[config.mk]
export PLATFORM = sky130hd
export DESIGN_NAME = rx_framed
export DESIGN_NICKNAME = d
export VERILOG_FILES = /design/src/rtl/rx_framed.sv
export SDC_FILE = /design/constraint.sdc
export NUM_CORES = 1
export LEC_CHECK = 0
export CORE_ASPECT_RATIO = 1.75
export CORE_MARGIN = 2
export CORE_UTILIZATION = 30
export DETAILED_ROUTE_END_ITERATION = 8
export PLACE_DENSITY = 0.42
export SETUP_SLACK_MARGIN = 0.1
export SLEW_MARGIN = 20
export SYNTH_ARGS = -nofsm -noshare
export SYNTH_HDL_FRONTEND = slang
export SYNTH_SLANG_ARGS = --single-unit
[constraint.sdc]
create_clock -name clk_in -period 6 [get_ports clk_in]
set_input_delay 0.6 -clock clk_in [delete_from_list [all_inputs] [get_ports clk_in]]
set_output_delay 0.6 -clock clk_in [all_outputs]
set_load 0.05 [all_outputs]
[src/rtl/rx_framed.sv]
// UART receiver: synchronised rx line, mid-bit 3-sample majority vote, optional parity,
// 1/2 stop bits, and a first-word-fall-through word FIFO with sticky overflow.
module rx_framed #(
    parameter int unsigned CLK_BAUD_RATIO = 25,
    parameter int unsigned DATA_SIZE      = 8,
    parameter int unsigned PARITY         = 0,
    parameter int unsigned STOP_BITS      = 1,
    parameter int unsigned FIFO_DEPTH     = 4
) (
    input  logic                              clk_in,
    input  logic                              rst_n_in,
    input  logic                              rx_in,
    output logic [DATA_SIZE-1:0]              data_out,
    output logic                              parity_err_out,
    output logic                              frame_err_out,
    output logic                              valid_out,
    input  logic                              ready_in,
    output logic                              overflow_out,
    input  logic                              clear_in,
    output logic                              busy_out,
    output logic [$clog2(FIFO_DEPTH+1)-1:0]   count_out
);

    localparam int unsigned M  = CLK_BAUD_RATIO / 2;
    localparam int unsigned CW = $clog2(CLK_BAUD_RATIO);
    localparam int unsigned BW = $clog2(DATA_SIZE);
    localparam int unsigned PW = $clog2(FIFO_DEPTH);
    localparam int unsigned NW = $clog2(FIFO_DEPTH + 1);
    localparam int unsigned WW = DATA_SIZE + 2;

    typedef enum logic [2:0] {StIdle, StStart, StData, StParity, StStop} state_e;

    state_e               r_state, w_state_next;
    logic [1:0]           r_sync;
    logic                 r_rx_prev;
    logic [CW-1:0]        r_baud;
    logic [1:0]           r_smp;
    logic [BW-1:0]        r_bit_cnt;
    logic                 r_stop_cnt;
    logic [DATA_SIZE-1:0] r_data;
    logic                 r_perr;
    logic                 r_ferr;

    logic                 w_rx_s;
    logic                 w_fall;
    logic                 w_decide;
    logic                 w_bit;
    logic                 w_push;
    logic [WW-1:0]        w_word;

    assign w_rx_s   = r_sync[1];
    assign w_fall   = r_rx_prev & ~w_rx_s;
    assign w_decide = (r_baud == CW'(M + 1));
    assign w_bit    = (r_smp[0] & r_smp[1]) | (r_smp[0] & w_rx_s) | (r_smp[1] & w_rx_s);
    assign w_word   = {r_perr, r_ferr | ~w_bit, r_data};

    always_ff @(posedge clk_in or negedge rst_n_in) begin
        if (!rst_n_in) begin
            r_sync    <= 2'b11;
            r_rx_prev <= 1'b1;
        end else begin
            r_sync    <= {r_sync[0], rx_in};
            r_rx_prev <= w_rx_s;
        end
    end

    // Bit timer free-runs while a frame is in progress and is held at zero in idle.
    always_ff @(posedge clk_in or negedge rst_n_in) begin
        if (!rst_n_in) begin
            r_baud <= '0;
            r_smp  <= 2'b11;
        end else begin
            if (r_state == StIdle || r_baud == CW'(CLK_BAUD_RATIO - 1)) begin
                r_baud <= '0;
            end else begin
                r_baud <= r_baud + 1'b1;
            end
            if (r_baud == CW'(M - 1)) r_smp[0] <= w_rx_s;
            if (r_baud == CW'(M))     r_smp[1] <= w_rx_s;
        end
    end

    always_ff @(posedge clk_in or negedge rst_n_in) begin
        if (!rst_n_in) begin
            r_state <= StIdle;
        end else begin
            r_state <= w_state_next;
        end
    end

    always_comb begin
        w_state_next = r_state;
        w_push       = 1'b0;
        case (r_state)
            StIdle: begin
                if (w_fall) w_state_next = StStart;
            end
            StStart: begin
                if (w_decide) w_state_next = w_bit ? StIdle : StData;
            end
            StData: begin
                if (w_decide && r_bit_cnt == BW'(DATA_SIZE - 1)) begin
                    w_state_next = (PARITY != 0) ? StParity : StStop;
                end
            end
            StParity: begin
                if (w_decide) w_state_next = StStop;
            end
            StStop: begin
                // Leave at mid stop bit so the following start edge is not missed.
                if (w_decide && r_stop_cnt == 1'(STOP_BITS - 1)) begin
                    w_push       = 1'b1;
                    w_state_next = StIdle;
                end
            end
            default: w_state_next = StIdle;
        endcase
    end

    always_ff @(posedge clk_in or negedge rst_n_in) begin
        if (!rst_n_in) begin
            r_bit_cnt  <= '0;
            r_stop_cnt <= 1'b0;
            r_data     <= '0;
            r_perr     <= 1'b0;
            r_ferr     <= 1'b0;
        end else if (w_decide) begin
            case (r_state)
                StStart: begin
                    r_bit_cnt  <= '0;
                    r_stop_cnt <= 1'b0;
                    r_perr     <= 1'b0;
                    r_ferr     <= 1'b0;
                end
                StData: begin
                    r_data    <= {w_bit, r_data[DATA_SIZE-1:1]};
                    r_bit_cnt <= r_bit_cnt + 1'b1;
                end
                StParity: begin
                    r_perr <= ((^r_data) ^ w_bit) != (PARITY == 2);
                end
                StStop: begin
                    r_ferr     <= r_ferr | ~w_bit;
                    r_stop_cnt <= r_stop_cnt + 1'b1;
                end
                default: ;
            endcase
        end
    end

    logic [WW-1:0] r_mem [FIFO_DEPTH];
    logic [PW-1:0] r_wr_ptr, r_rd_ptr;
    logic [NW-1:0] r_count;
    logic          r_ovf;
    logic          w_full, w_valid, w_pop, w_wr;

    assign w_full  = (r_count == NW'(FIFO_DEPTH));
    assign w_valid = (r_count != '0);
    assign w_pop   = w_valid & ready_in;
    // A pop in the same cycle frees the slot for an incoming word.
    assign w_wr    = w_push & (~w_full | w_pop);

    always_ff @(posedge clk_in) begin
        if (w_wr) r_mem[r_wr_ptr] <= w_word;
    end

    always_ff @(posedge clk_in or negedge rst_n_in) begin
        if (!rst_n_in) begin
            r_wr_ptr <= '0;
            r_rd_ptr <= '0;
            r_count  <= '0;
            r_ovf    <= 1'b0;
        end else begin
            if (w_wr)  r_wr_ptr <= r_wr_ptr + 1'b1;
            if (w_pop) r_rd_ptr <= r_rd_ptr + 1'b1;
            case ({w_wr, w_pop})
                2'b10:   r_count <= r_count + 1'b1;
                2'b01:   r_count <= r_count - 1'b1;
                default: ;
            endcase
            if (w_push && w_full && !w_pop) begin
                r_ovf <= 1'b1;
            end else if (clear_in) begin
                r_ovf <= 1'b0;
            end
        end
    end

    assign data_out       = r_mem[r_rd_ptr][DATA_SIZE-1:0];
    assign frame_err_out  = w_valid & r_mem[r_rd_ptr][DATA_SIZE];
    assign parity_err_out = w_valid & r_mem[r_rd_ptr][DATA_SIZE+1];
    assign valid_out      = w_valid;
    assign overflow_out   = r_ovf;
    assign busy_out       = (r_state != StIdle);
    assign count_out      = r_count;

endmodule

==> metrics list <==
* Outcome: finished clean
* Site Rows: 50
- Maximum clock skew at final layout: 5.04 ps
* GR met1 Demand/Resource: 12.3%
- Total of flip-flops plus latches after synthesis: 75
- Vias in the first global route: 1810
- Maximum number of pins on one net before global-route repair: 36
* Vias per std cell: 4.74
- Leakage power total: 1.49 nW
- After detailed routing, the number of remaining DRC violations is 0.
- Final setup violation count: 0
- Data on the critical path arrives at its endpoint at 2600 ps.
- Largest vdd supply drop: 0.000236 V
- Startpoint types: flop
* Avg Cell Area, Syn: 15.5 um2
- During synthesis, Yosys emitted a total of 0 warnings.
* Worst Reg2Reg Path Length in Cells: 3
- Global routing met3 resource utilization: 2.78%
* Die height: 142 um
* Fraction of synthesis flops using an asynchronous set or reset pin: 46.7%
* Routability-driven placement congestion ratio: 0.689
- STA classifies the critical path endpoint as an output port.
- For this design the ratio of total power to cell area is 427 mW/mm2.
* Cell type with the highest aggregate area in the netlist: edfxtp_1
- The final-report hold violation count came to 0.
- 0 antenna diodes ended up in the layout.
* Unrepaired setup endpoints after global routing: no
* Highest achievable clock rate: 313 MHz
* Post-Synthesis Cells: 212
- Layout overhead on the synthesized area: 18.5%
- The tightest min-delay check is of the in2async type.
* Endpoint of the most critical setup path: parity_err_out
- After detailed placement, the design holds a cell count of 355.
- Min cycle time layout: 3200 ps
* Worst Max-Slew Pin Slew: 831 ps
* Starting utilization of the core area: 30.7%
- Unique masters post-synth: 49
- Once detail routing completed, the nets flagged for antenna violations numbered 0.
- The worst register-to-register path ends at r_mem[0][7]$_DFFE_PP_.
- The clock passes through at most 2 buffers.
- Total Routed Length: 5.96 mm
* TritonRoute pass-1 iters: 4
- Counting every net in the synthesized netlist gives 227.
- Buffers inserted to repair hold after CTS numbered 0.
- Most crowded layer after global routing: met2
* Top fanout value on the critical path: 12
* Share of the clock period used by the worst path after layout: 53.3%
- Global routing finished with a remaining overflow of 0.
- Share of the yosys chip area belonging to registers: 63.4%
- Buffers added to address setup during post-CTS repair amount to 0.
- The first global-routing pass estimated 9.92 mm of wire.
- Counting every sink on the clock net gives 75.
* Antenna violations before repair: 0
* Count of vias placed by the detailed router: 1757
* Number of I/O port buffers: 20
- During I/O placement, the number of pins put on the boundary was 21.
- For met2 alone, demand over resource in global routing was 19.6%.
- Cell types occupying the most area after synthesis: edfxtp_1 37%, dfrtp_1 23%, mux4_2 6.8%
* Proportion of netlist area held by the largest area contributor: 36.5%
* Core ar.: 0.0107 mm2
- Clock transition at the registers of the reported paths: 60 ps
* Critical setup path kind: reg2out
- Number of enable-type register cells in the synthesized netlist: 40
- In the layout the commonest cells are 40 x edfxtp_1, 30 x dfrtp_1, 19 x clkdlybuf4s50_1.
- Buffers inserted during clock tree synthesis total 9.
- Clock tree synthesis selected as its root buffer the cell clkbuf_16.
- The HPWL after detailed placement is 4.10 mm.
* Commonest non-fill, non-tap cell in the layout: edfxtp_1
- Summed negative setup slack over all endpoints: 0 ps
- Worst skew pair latency: 340 ps
- Die area: 0.0118 mm2
- Launching point of the worst reg2reg path: r_state[0]$_DFFE_PN0P_
* Routed wirelength normalized by instance count: 16.1 um
* Critical path data required time: 5400 ps
- The count of pins over their slew limit is 0.
- Cells with a size suffix above 1 make up 15.4% of the layout.
* Number of DRC markers in iteration 0: 84
- Post-cts resize count: 0
- Across all register-to-register paths, the minimum setup slack is 3460 ps.
- Total routing resource utilization after global routing: 11.4%
* Post-route insts no fill: 371
- Mapped cell area: 0.00329 mm2
* Commonest register cell after synthesis: edfxtp_1
* Clock tree from TritonCTS: done
- Max transition margin: 44.6%
* Critical path origin: r_rd_ptr[0]$_DFFE_PN0P_
* CTS H-tree depth: 3
* Number of violations of the max-capacitance limit: 0
- At the end of the flow, the number of nets in the layout was 251.
- X dimension of the die: 83.1 um
## synthesized netlist by cell type, types with 3 or more instances
cell / count
a21oi_1: 3
a31oi_1: 3
and2_1: 6
clkbuf_1: 5
dfrtp_1: 30
dfstp_2: 5
edfxtp_1: 40
ha_1: 9
inv_1: 8
mux2_1: 8
mux4_2: 10
nand2_1: 7
nand2b_1: 4
nand3_1: 5
nor2_1: 8
nor2b_1: 3
nor3_1: 3
o21ai_0: 9
o2bb2ai_1: 3
xnor2_1: 10
## cell families after synthesis
| group | after synthesis | synth area share (%) |
|---|---|---|
| AOI/OAI and AO/OA | 32 | 7.04 |
| xor gates and xnor gates | 12 | 3.61 |
| adders and majority gates | 11 | 4.34 |
| buffers and inverters | 15 | 1.98 |
| DFF | 75 | 63.4 |
| muxes | 21 | 10.7 |
| and+or+nand+nor | 46 | 8.98 |
## layer usage
layer / part of all wire (%) / vias to the layer above
li1: - / 856
met1: 41 / 867
met2: 53 / 23
met3: 2.5 / 11
met4: 3.2 / 0
met5: 0 / -
## power by group
| group | leakage (nW) | internal, mW | switching (mW) | total (mW) |
|---|---|---|---|---|
| Combinational | 0.517 | 0.196 | 0.237 | 0.433 |
| Clock | 0.133 | 0.320 | 0.203 | 0.522 |
| Sequential | 0.841 | 0.591 | 0.119 | 0.710 |
| Total | 1.49 | 1.11 | 0.559 | 1.67 |
## layout make-up
class	count	area [um2]
clock inverter	5	53.8
clock buffer	11	233
fill	1019	6800
multi-input combinational	122	1140
inverter	8	30.0
sequential	75	2080
timing repair buffer	20	195
tap	130	163
## state kept, by name, indices dropped and copies added (netlist names), 2 cells and up
register and cells:
count_out 3, r_baud 5, r_bit_cnt 3, r_data 8
r_mem 40, r_rd_ptr 2, r_smp 2, r_state 3
r_sync 2, r_wr_ptr 2
## worst min-delay path by stage
stage	start	end	slack (ps)	cells after the start
after floorplan	rst_n_in	count_out[0]$_DFFE_PN0P_	300	0
after global placement	r_sync[0]$_DFF_PN1_	r_sync[1]$_DFF_PN1_	350	0
after detailed placement	r_sync[0]$_DFF_PN1_	r_sync[1]$_DFF_PN1_	350	0
after CTS	r_sync[0]$_DFF_PN1_	r_sync[1]$_DFF_PN1_	360	0
after global routing	r_sync[0]$_DFF_PN1_	r_sync[1]$_DFF_PN1_	370	0
final	rst_n_in	r_bit_cnt[0]$_DFFE_PN0P_	360	1
## through the flow
stage / utilization [%] / power (mW) / area (um2) / setup WS, ps / hold slack, ps
6_report: 36.4 / 1.67 / 3900 / 2800 / 360
5_1_grt: 36.4 / 1.76 / 3900 / 2650 / 368
4_1_cts: 36.4 / 1.69 / 3900 / 2730 / 361
3_5_place_dp: 33.8 / 1.16 / 3610 / 3100 / 352
3_3_place_gp: 33.8 / 1.16 / 3610 / 3110 / 346
2_1_floorplan: - / 1.03 / 3290 / 3630 / 304
## worst max-delay path, stage by stage (launching register included)
cell	delay (ps)
dfrtp_1	830
mux4_2	580
and2_1	160
clkdlybuf4s50_1	690
Note: power is estimated with default switching activity, not from simulation.
